## src/rtl/ssd_pkg.sv

```systemverilog
`default_nettype none
// ============================================================================
// Module : ssd_pkg
// Brief  : Shared types, constants and helpers for the SSD display arbiter.
// Rev    : 1.0 - initial release
// ============================================================================
package ssd_pkg;

    typedef enum logic [1:0] {
        IDLE  = 2'd0,
        OWN   = 2'd1,
        BLANK = 2'd2
    } ssd_state_e;

    localparam int unsigned c_num_req    = 2;
    localparam logic [3:0]  c_blank_mode = 4'b0000;

    // Sole requester wins; on a tie the requester that did not own last wins.
    function automatic logic pick_winner(input logic [1:0] req, input logic last_owner);
        if (req == 2'b11) begin
            return ~last_owner;
        end
        return req[1];
    endfunction

    function automatic logic [1:0] onehot(input logic idx);
        return idx ? 2'b10 : 2'b01;
    endfunction

endpackage
`default_nettype wire

```

## src/rtl/ssd_arb_timer.sv

```systemverilog
`default_nettype none
// ============================================================================
// Module : ssd_arb_timer
// Brief  : Clear/enable saturating counter with a terminal-count compare.
// Rev    : 1.0 - initial release
// ============================================================================
module ssd_arb_timer #(
    parameter int unsigned CNT_W = 24
) (
    input  logic             clk,
    input  logic             rst,
    input  logic             clr,
    input  logic             en,
    input  logic [CNT_W-1:0] tc_val,
    output logic             at_tc
);

    logic [CNT_W-1:0] r_cnt;

    always_ff @(posedge clk or posedge rst) begin
        if (rst) begin
            r_cnt <= '0;
        end else if (clr) begin
            r_cnt <= '0;
        end else if (en && (r_cnt != '1)) begin
            r_cnt <= r_cnt + CNT_W'(1);
        end
    end

    assign at_tc = (r_cnt >= tc_val);

endmodule
`default_nettype wire

```

## src/rtl/ssd_display_arbiter.sv

```systemverilog
`default_nettype none
// ============================================================================
// Module : ssd_display_arbiter
// Brief  : Round-robin owner of a shared 4-digit SSD with hold limit and blank gap.
// Rev    : 1.0 - initial release
// ============================================================================
module ssd_display_arbiter
    import ssd_pkg::*;
#(
    parameter int unsigned CNT_W        = 24,
    parameter int unsigned MAX_HOLD     = 10000000,
    parameter int unsigned BLANK_CYCLES = 2000000
) (
    input  logic                 clk,
    input  logic                 rst,
    input  logic [c_num_req-1:0] req,
    input  logic [15:0]          digits_r0,
    input  logic [3:0]           mode_r0,
    input  logic [15:0]          digits_r1,
    input  logic [3:0]           mode_r1,
    output logic [c_num_req-1:0] gnt,
    output logic [c_num_req-1:0] revoked,
    output logic [3:0]           digit3,
    output logic [3:0]           digit2,
    output logic [3:0]           digit1,
    output logic [3:0]           digit0,
    output logic [3:0]           mode
);

    localparam logic [CNT_W-1:0] c_hold_tc  = (MAX_HOLD == 0) ? '0 : CNT_W'(MAX_HOLD - 1);
    localparam logic [CNT_W-1:0] c_blank_tc = CNT_W'(BLANK_CYCLES - 1);

    ssd_state_e                 r_state;
    logic                       r_owner;
    logic                       r_last_owner;
    logic [c_num_req-1:0]       r_gnt;
    logic [c_num_req-1:0]       r_revoked;
    logic [15:0]                r_digits;
    logic [3:0]                 r_mode;

    logic w_hold_tc;
    logic w_blank_tc;
    logic w_own_req;
    logic w_other_req;
    logic w_release;
    logic w_preempt;
    logic w_leave;
    logic w_arb_slot;
    logic w_grant;
    logic w_winner;

    assign w_own_req   = req[r_owner];
    assign w_other_req = req[~r_owner];
    assign w_release   = (r_state == OWN) && !w_own_req;
    assign w_preempt   = (r_state == OWN) && (MAX_HOLD != 0) && w_hold_tc && w_other_req;
    assign w_leave     = w_release || w_preempt;
    assign w_arb_slot  = (r_state == IDLE) || ((r_state == BLANK) && w_blank_tc);
    assign w_grant     = w_arb_slot && (req != 2'b00);
    assign w_winner    = pick_winner(req, r_last_owner);

    ssd_arb_timer #(.CNT_W(CNT_W)) u_hold_timer (
        .clk    (clk),
        .rst    (rst),
        .clr    (w_grant),
        .en     (r_state == OWN),
        .tc_val (c_hold_tc),
        .at_tc  (w_hold_tc)
    );

    ssd_arb_timer #(.CNT_W(CNT_W)) u_blank_timer (
        .clk    (clk),
        .rst    (rst),
        .clr    (w_leave),
        .en     (r_state == BLANK),
        .tc_val (c_blank_tc),
        .at_tc  (w_blank_tc)
    );

    always_ff @(posedge clk or posedge rst) begin
        if (rst) begin
            r_state      <= IDLE;
            r_owner      <= 1'b0;
            r_last_owner <= 1'b1;
            r_gnt        <= '0;
            r_revoked    <= '0;
            r_digits     <= '0;
            r_mode       <= c_blank_mode;
        end else begin
            r_revoked <= '0;
            case (r_state)
                IDLE, BLANK: begin
                    if (w_grant) begin
                        r_state      <= OWN;
                        r_owner      <= w_winner;
                        r_last_owner <= w_winner;
                        r_gnt        <= onehot(w_winner);
                    end else if (w_arb_slot) begin
                        r_state <= IDLE;
                    end
                end
                OWN: begin
                    if (w_leave) begin
                        r_state  <= BLANK;
                        r_gnt    <= '0;
                        r_digits <= '0;
                        r_mode   <= c_blank_mode;
                        // A simultaneous release wins over pre-emption: no pulse.
                        if (!w_release) begin
                            r_revoked <= onehot(r_owner);
                        end
                    end else begin
                        r_digits <= r_owner ? digits_r1 : digits_r0;
                        r_mode   <= r_owner ? mode_r1 : mode_r0;
                    end
                end
                default: begin
                    r_state <= IDLE;
                    r_gnt   <= '0;
                end
            endcase
        end
    end

    assign gnt     = r_gnt;
    assign revoked = r_revoked;
    assign digit3  = r_digits[15:12];
    assign digit2  = r_digits[11:8];
    assign digit1  = r_digits[7:4];
    assign digit0  = r_digits[3:0];
    assign mode    = r_mode;

endmodule
`default_nettype wire

```

## config.mk

```make
export PLATFORM = sky130hd
export DESIGN_NAME = ssd_display_arbiter
export DESIGN_NICKNAME = d
export VERILOG_FILES = /design/src/rtl/ssd_pkg.sv /design/src/rtl/ssd_arb_timer.sv /design/src/rtl/ssd_display_arbiter.sv
export SDC_FILE = /design/constraint.sdc
export NUM_CORES = 1
export LEC_CHECK = 0
export CORE_UTILIZATION = 53
export CTS_CLUSTER_DIAMETER = 200
export DETAILED_ROUTE_END_ITERATION = 8
export GPL_TIMING_DRIVEN = 0
export PLACE_DENSITY_LB_ADDON = 0.15
export SLEW_MARGIN = 20
export SYNTH_ARGS = -nofsm -noshare
export SYNTH_HDL_FRONTEND = slang
export SYNTH_SLANG_ARGS = --single-unit
```

## constraint.sdc

```tcl
create_clock -name clk -period 3.2 [get_ports clk]
set_input_delay 0.32 -clock clk [delete_from_list [all_inputs] [get_ports clk]]
set_output_delay 0.32 -clock clk [all_outputs]
set_load 0.01 [all_outputs]
```

Word-level counts from Yosys, hierarchy flattened
Index checks and enable logic that the tools add are counted.

Add/subtract/negate cells: 2. Order comparisons: 4. Equality and inequality tests: 8. Mux-type cells: 27. Bitwise gates (word level): 2. Reduce and logical (&&, ||, !) cells: 18.

Operators with widths (count): $mux W24 (4); $add A24 B1 Y24 const B (2); $ne A24 B24 Y1 const B (2); $mux W16 (2); $ge A24 B21 Y1 const B (1); $ge A24 B24 Y1 const B (1); $mux W2 (10); $mux W4 (2); $pmux W2 S2 (2); $logic_and A1 B1 Y1 (7); $mux W1 (7); $reduce_and A2 Y1 (3); $reduce_bool A2 Y1 (3); $eq A2 B2 Y1 const B (2); $lt A1 B2 Y1 const B (2); $ne A2 B1 Y1 const B (2); $ne A3 B2 Y1 const B (1); $eq A2 B1 Y1 const B (1); $logic_not A2 Y1 (1); $logic_or A1 B1 Y1 (2); $not A1 Y1 (2); $reduce_or A2 Y1 (1); $logic_not A1 Y1 (1).

Register bits: 76. Output and inout bits: 24. Word-level logic and storage cells: 70.

Depth between registers and ports, before layout
Gate-level depths: netlist (run 1).

Word-level depth: 7. Gate-level depth with buffers: 9. Gate-level depth less buffers: 7.

Modules after synthesis
Synthesis (run 1) repeated with hierarchy kept, for this count alone.

Cells, all modules: 577. Area total of the unflattened synthesis: 5298.8 um^2.

By module, submodules not included: ssd_arb_timer at u_blank_timer (instances 1, cells an instance 224, area an instance 1923.1 um^2, sequential area each 600.6 um^2); ssd_arb_timer at u_hold_timer (instances 1, cells an instance 220, area an instance 1878.1 um^2, sequential area each 600.6 um^2); ssd_display_arbiter (instances 1, cells an instance 133, area an instance 1497.7 um^2, sequential area each 701.9 um^2).

Least setup slack after synthesis (run 1)
Ideal clock, no wire load.

Kind: reg2reg. Start point: register u_hold_timer.r_cnt[14]. End point: register u_blank_timer.r_cnt[15]. Library setup time: 0.143 ns. Arrival: 2.168 ns. Data required time: 3.057 ns. Path slack: 0.889 ns. Stages on the path, launching flop included: 9. Buffers on the path: 2. Path through: dfrtp_1 or3_1 or4_1 and4bb_2 a311oi_1 nor2_1 buf_4 buf_6 a22oi_1.

Word-level cells in the longest chain between the ends: 5.

RTL lines: start: declaration (line ssd_arb_timer.sv:18) `logic [CNT_W-1:0] r_cnt;`; start signal: assignment (line ssd_arb_timer.sv:26) `r_cnt <= r_cnt + CNT_W'(1);`; $ge A24 B24 Y1 (*) (line ssd_arb_timer.sv:30) `assign at_tc = (r_cnt >= tc_val);`; $logic_and A1 B1 Y1 (*) (2 in series) (line ssd_display_arbiter.sv:55) `assign w_preempt = (r_state == OWN) && (MAX_HOLD != 0) && w_hold_tc && w_other_req;`; $logic_or A1 B1 Y1 (*) (line ssd_display_arbiter.sv:56) `assign w_leave = w_release || w_preempt;`; $mux W24 / $reduce_bool A2 Y1 (equally long branches); end signal: assignment (line ssd_arb_timer.sv:26); end: declaration (line ssd_arb_timer.sv:18).

Mark *: on every way between the ends. The rest lies on a longest branch, timed or not. A chain may end at the register's enable or synchronous reset.

Worst setup path in the final report (run 1)
Start point: register r_state[1]. End point: register u_hold_timer.r_cnt[21].

Word-level cells in the longest chain between the ends: 5.

RTL lines: start: declaration (line ssd_display_arbiter.sv:33) `ssd_state_e r_state;`; start signal: assignment (line ssd_display_arbiter.sv:81) `r_state <= IDLE;`; start signal: assignment (line ssd_display_arbiter.sv:93) `r_state <= OWN;`; start signal: assignment (line ssd_display_arbiter.sv:98) `r_state <= IDLE;`; $eq A2 B2 Y1 (line ssd_display_arbiter.sv:57) `assign w_arb_slot = (r_state == IDLE) || ((r_state == BLANK) && w_blank_tc);`; $logic_and A1 B1 Y1 (line ssd_display_arbiter.sv:57); $logic_or A1 B1 Y1 (line ssd_display_arbiter.sv:57); $logic_and A1 B1 Y1 (line ssd_display_arbiter.sv:58) `assign w_grant = w_arb_slot && (req != 2'b00);`; $mux W24 / $reduce_bool A2 Y1 (equally long branches).

Several ways; a longest one is shown, not always the timed one.

==> impl_metrics.json, run 1 <==
{
  "reg2reg_slack_ns": 0.54,
  "reg2reg_depth": 7,
  "placedCellCount": 582,
  "wl_um": 9171,
  "slew_viol_final": 0,
  "power_density_mw_per_mm2": 610.1,
  "fin_crit_sh_pct": 83.14,
  "multiInputGateArea_mm2": 0.001986,
  "cts_root_buf": "clkbuf_8",
  "crit_type": "reg2reg",
  "layout_setup_ws_ns": 0.5394,
  "post_drt_wl_per_cell_um": 15.41,
  "ctsResizeCount": 0,
  "ir_drop_mv": 0.3803,
  "cts_made_buffers": 9,
  "seq_area_mm2": 0.001903,
  "reg2reg_from": "r_state[1]",
  "row_count": 31,
  "dieArea_mm2": 0.007920,
  "ys_dominant_reg_cell": "dfrtp_1",
  "drc": 0,
  "vias_per_cell": 5.743,
  "dr.pass1.iters": 4,
  "clkLatencyLatePin_ns": 0.34,
  "nFillCells": 584,
  "worstHoldPathType": "in2async",
  "yosys_register_bits": 76,
  "yosysMostFrequentCell": "dfrtp_1",
  "grt_pass1_vias": 3145,
  "synth_commonest_cells": "75 x dfrtp_1, 49 x nand2_1, 32 x xor2_1",
  "syn_inst": 415,
  "cts_tree": "yes",
  "port_buffers": 67,
  "worstSetupEndpointType": "flip-flop",
  "core_mm2": 0.007292,
  "highest_layer": "met4",
  "max_slew.worst_pin.slew_ns": 0.8380,
  "syn_avg_cell_area_um2": 9.666,
  "wl_met3_um": 414,
  "fp.dieH_um": 89.00,
  "wl_met1_um": 4213,
  "vias": 3417,
  "path_clk_slew_ns": 0.07,
  "synth_top_cell_by_area": "dfrtp_1",
  "diodes": 0,
  "setup_violations": 0,
  "clkSinkCount": 76,
  "synthTopCellsByArea": "dfrtp_1 47%, xor2_1 7.0%, mux2i_1 5.2%",
  "finalCriticalPeriod_ns": 2.661,
  "top_level_ports": 68,
  "setup_tns_ns": 0,
  "cts_buffer_depth": 2,
  "holdBufCountCts": 0,
  "grt_pass1_wl_um": 14800,
  "post-place-ws_ns": 0.5491,
  "postCtsSetupRepairBufs": 0,
  "grt_overflow": 0,
  "stdcell_count": 595,
  "finalHoldViolCount": 0,
  "postLayoutCellArea_mm2": 0.005000,
  "start_kind": "flip-flop",
  "critPathMaxFanout": 10,
  "worstReg2RegEnd": "u_hold_timer.r_cnt[21]",
  "antenna_left": 0,
  "placed_area_mm2": 0.004836,
  "antenna_found_initial": 0,
  "place.gp.congestion": 0.8598,
  "dieWidth_um": 89.00,
  "leakage_uw": 0.002132,
  "max_freq_mhz": 375.9,
  "synth-edff-count": 0,
  "cts.htree.levels": 3,
  "synth_fp_nets": 461,
  "dpl.hpwl_um": 6841,
  "yosysWarningCount": 0,
  "ys_types": 49,
  "drt_iter0_drc": 175,
  "met2_length_um": 4352,
  "synth.top_cell.area_share_pct": 46.79,
  "yosysSeqAreaShare_pct": 47.44,
  "grt_max_degree": 59,
  "grt.total_usage_pct": 24.58,
  "required_ns": 3.42,
  "slew-limit-headroom_pct": 43.62,
  "initial_core_util_pct": 55.01,
  "layout-drive-gt1-share_pct": 6.048,
  "syn_to_final_growth_pct": 24.64,
  "cp_data_arrival_time_ns": 2.88,
  "num-nets-final": 540,
  "synthesis.area_mm2": 0.004011,
  "clock_skew_ns": 0.005752,
  "async_flop_share_pct": 100.0,
  "rsz0062_at_grt": "no",
  "max-cap-violations": 0,
  "outcome": "finished, final reports clean"
}
[layout make-up]
class                           instances  share of cell area, %
Clock inverter                          2                 0.2503
Sequential cell                        76                  38.06
Buffer                                 20                  1.927
Inverter                                7                 0.5756
Timing Repair Buffer                   68                  13.96
Tap cell                               99                  2.477
Clock buffer                           11                  3.028
Multi-Input combinational cell        312                  39.71
[flip-flops by register name (all words and copies together) (netlist names)]
register,cells
gnt,2
mode,4
r_digits,16
r_last_owner,1
r_owner,1
r_state,2
revoked,2
u_blank_timer.r_cnt,24
u_hold_timer.r_cnt,24
[power breakdown]
group	internal, uW	switching (uW)
Clock	310	327
Combinational	506	682
Sequential	1120	107
[cells in the final DEF, fill, tap and decap left out, drive strengths merged, types with 6 or more instances in the layout]
cell / n
nor2: 29
clkdlybuf4s50: 67
clkbuf: 25
nand2: 49
xnor2: 9
or3: 6
and3: 12
nand3: 24
a21oi: 28
o21ai: 11
inv: 7
nor4: 7
mux2i: 21
dfrtp: 75
nand4: 12
o31ai: 21
buf: 7
xor2: 32
[worst max-delay path: stages (launching register included)]
cell and delay, ns:
dfrtp_1 0.44, nand2b_1 0.19, clkbuf_1 0.24, nor4_1 0.78, a21boi_0 0.48, nand4_1 0.18
xor2_1 0.18, nor2_1 0.05
[per-layer routing]
layer / GRT usage, % / vias up
met5: 0 / -
met4: 9.524 / 0
met2: 41.54 / 73
li1: - / 1656
met1: 31.50 / 1671
met3: 4.617 / 17
[logic make-up (layout without fill, tap and decap cells)]
kind of cell    count (synthesis)  after routing  synth area share (%)
buf+inv                        27            108                 3.057
simple gates                  165            165                 20.90
fa+ha+maj                       2              2                0.6237
flops                          76             76                 47.44
compound gates                 82             82                 13.51
mux                            22             22                 5.521
xor+xnor                       41             41                 8.952
[through the flow]
stage                     utilization, %  power (uW)  hold slack [ns]
after floorplan                        -        1968           0.4557
after global placement             65.91        2400           0.4606
after detailed placement           66.32        2438           0.4655
after CTS                          68.57        3078           0.2707
after global routing               68.57        3255           0.3148
final                              68.57        3051           0.2696
[worst max path at each step]
stage	from	to	slack, ns	cells past startpoint
after floorplan	u_hold_timer.r_cnt[14]	u_blank_timer.r_cnt[15]	0.89	8
after global placement	rst	mode[1]	-0.29	2
after detailed placement	r_state[1]	u_hold_timer.r_cnt[23]	0.55	7
after CTS	r_state[1]	u_hold_timer.r_cnt[21]	0.54	7
after global routing	r_state[1]	u_hold_timer.r_cnt[21]	0.30	7
final	r_state[1]	u_hold_timer.r_cnt[21]	0.54	7
Note: power is estimated with default switching activity, not from simulation.
==> run 2, diff against run 1 <==
--- a/config.mk
+++ b/config.mk
@@ -5,7 +5,7 @@
 export SDC_FILE = /design/constraint.sdc
 export NUM_CORES = 1
 export LEC_CHECK = 0
-export CORE_UTILIZATION = 53
+export CORE_UTILIZATION = 48
 export CTS_CLUSTER_DIAMETER = 200
 export DETAILED_ROUTE_END_ITERATION = 8
 export GPL_TIMING_DRIVEN = 0
==> constraint.sdc (replaced) <==
create_clock -name clk -period 2.4 [get_ports clk]
set_input_delay 0.24 -clock clk [delete_from_list [all_inputs] [get_ports clk]]
set_output_delay 0.24 -clock clk [all_outputs]
set_load 0.01 [all_outputs]
==> impl_metrics.json, run 2 (synthesis gave the netlist of run 1 again) <==
{
  "ir_drop_mv": 0.4537,
  "fp.dieH_um": 93.42,
  "dieArea_mm2": 0.008726,
  "max_slew.worst_pin.slew_ns": 0.7243,
  "dieWidth_um": 93.42,
  "core_mm2": 0.007888,
  "final_common_cell": "dfrtp_1",
  "dpl.hpwl_um": 6785,
  "path_clk_slew_ns": 0.08,
  "crit_chain": "or3_4 > or4_4 > and4bb_1 > a311oi_2 > buf_4 > buf_4 > o211ai_1 > o311ai_0",
  "pwr-share-comb_pct": 39.9,
  "worstHoldPathType": "in2async",
  "clock_skew_ns": 0.01475,
  "holdWs_ns": 0.2716,
  "placed_area_mm2": 0.004832,
  "vias": 3543,
  "place.gp.congestion": 0.8601,
  "setup.worst_path.start": "u_hold_timer.r_cnt[13]",
  "grt_overflow": 0,
  "fin_crit_sh_pct": 97.16,
  "clkLatencyLatePin_ns": 0.35,
  "max_freq_mhz": 428.9,
  "max-cap-violations": 0,
  "cp_data_arrival_time_ns": 2.54,
  "slew-limit-headroom_pct": 51.42,
  "slowest_delay_ns": 0.43,
  "cp_slowest_cell": "or4_4",
  "required_ns": 2.61,
  "port_buffers": 67,
  "crit_type": "reg2reg",
  "grt.total_usage_pct": 24.41,
  "stdcell_count": 617,
  "slew_viol_final": 0,
  "cpMostUsedCell": "buf_4",
  "initial_core_util_pct": 50.86,
  "critPathMaxFanout": 3,
  "syn_to_final_growth_pct": 31.29,
  "top_regs": "u_blank_timer.r_cnt: 24 flops, u_hold_timer.r_cnt: 24 flops, r_digits: 16 flops",
  "cts_root_buf": "clkbuf_8",
  "cts_buffer_depth": 2,
  "setup_violations": 0,
  "clkSinkCount": 76,
  "p_sw_share_pct": 36.10,
  "reg2reg_from": "u_hold_timer.r_cnt[13]",
  "cts.htree.levels": 3,
  "dr.pass1.iters": 5,
  "placedCellCount": 585,
  "finalHoldViolCount": 0,
  "leakage_uw": 0.002264,
  "postLayoutCellArea_mm2": 0.005266,
  "drc": 0,
  "top_level_ports": 68,
  "finalCriticalPeriod_ns": 2.332,
  "grt_pass1_vias": 3518,
  "post_drt_wl_per_cell_um": 15.88,
  "outcome": "finished, final reports clean",
  "cts_made_buffers": 9,
  "wl_um": 9798,
  "vias_per_cell": 5.742,
  "antenna_found_initial": 0,
  "num-nets-final": 556,
  "row_count": 32,
  "layout-drive-gt1-share_pct": 12.23,
  "start_kind": "flip-flop",
  "power_density_mw_per_mm2": 826.8,
  "worstSetupEndpointType": "flip-flop",
  "antenna_left": 0,
  "diodes": 0,
  "power_frac_clock_pct": 22.4,
  "seqPwrFrac_pct": 37.7,
  "cts_tree": "yes",
  "final_cell_mix": "75 x dfrtp_1, 67 x clkdlybuf4s50_1, 49 x nand2_1",
  "grt_pass1_wl_um": 16620,
  "drt_iter0_drc": 177,
  "grt_max_degree": 40,
  "power_uw": 4354,
  "p_int_uw": 2782,
  "p_sw_uw": 1572
}
## run 2: cell types whose count changed in the layout (fill, tap and decap cells not counted), sizes merged
cell / change
buf: +16
bufinv: +1
clkbuf: +1
clkinv: +2
clkinvlp: -1
## run 2: path summary, 6_finish.rpt
path                                          endpoint  slack (ns)  cells past startpoint
max in group asynchronous                 r_last_owner        1.49                      3
worst min register to register             r_digits[1]        0.48                      2
worst min-delay path            u_hold_timer.r_cnt[20]        0.27                      2
worst max register to register                  gnt[1]        0.07                      8
worst max-delay path                            gnt[1]        0.07                      8
min in group clk                           r_digits[1]        0.48                      2
## run 2: layout make-up
type | instances | area [um2]
Sequential cell | 76 | 1903
Multi-Input combinational cell | 312 | 2072
Tap cell | 102 | 127.6
Clock buffer | 12 | 145.1
Clock inverter | 4 | 48.80
Timing Repair Buffer | 84 | 828.3
Fill cell | 655 | 2621
Buffer | 20 | 112.6
Inverter | 7 | 28.78
## run 2: what timing repair did
item | in CTS | in global routing
cloned | 2 | 0
hold buffers | 0 | 0
buffers inserted | 10 | 5
gates resized for setup | 14 | 12
setup endpoints to repair | 51 | 42
pin swaps | 7 | 4
## run 2: through the flow
stage	TNS [ns]	util, %	worst slack [ns]
6_report	0	66.77	0.06818
3_5_place_dp	-5.440	61.26	-0.2423
4_1_cts	0	66.24	0.009410
3_3_place_gp	-83.72	60.98	-1.049
2_1_floorplan	0	-	0.08893
5_1_grt	-0.01409	66.77	-0.007431
## run 2: critical path: cells and delay by family, from the launching register on
family | cells | cell delay, ns
buf+inv | 2 | 0.31
compound gates | 3 | 0.37
simple gates | 3 | 1.12
flops | 1 | 0.39
## run 2: power by group through the flow
stage / clock (uW) / combinational, uW / sequential (uW)
3_5_place_dp: 0 / 1580 / 1670
3_3_place_gp: 0 / 1550 / 1660
2_1_floorplan: 0 / 928 / 1700
4_1_cts: 998 / 1760 / 1640
5_1_grt: 1060 / 1920 / 1670
6_report: 974 / 1740 / 1640
## run 2: routing by layer
layer | wire (um) | track usage [%]
met1 | 4387 | 31.16
met4 | 169 | 9.103
met2 | 4790 | 42.10
met3 | 450 | 3.333
met5 | 0 | 0
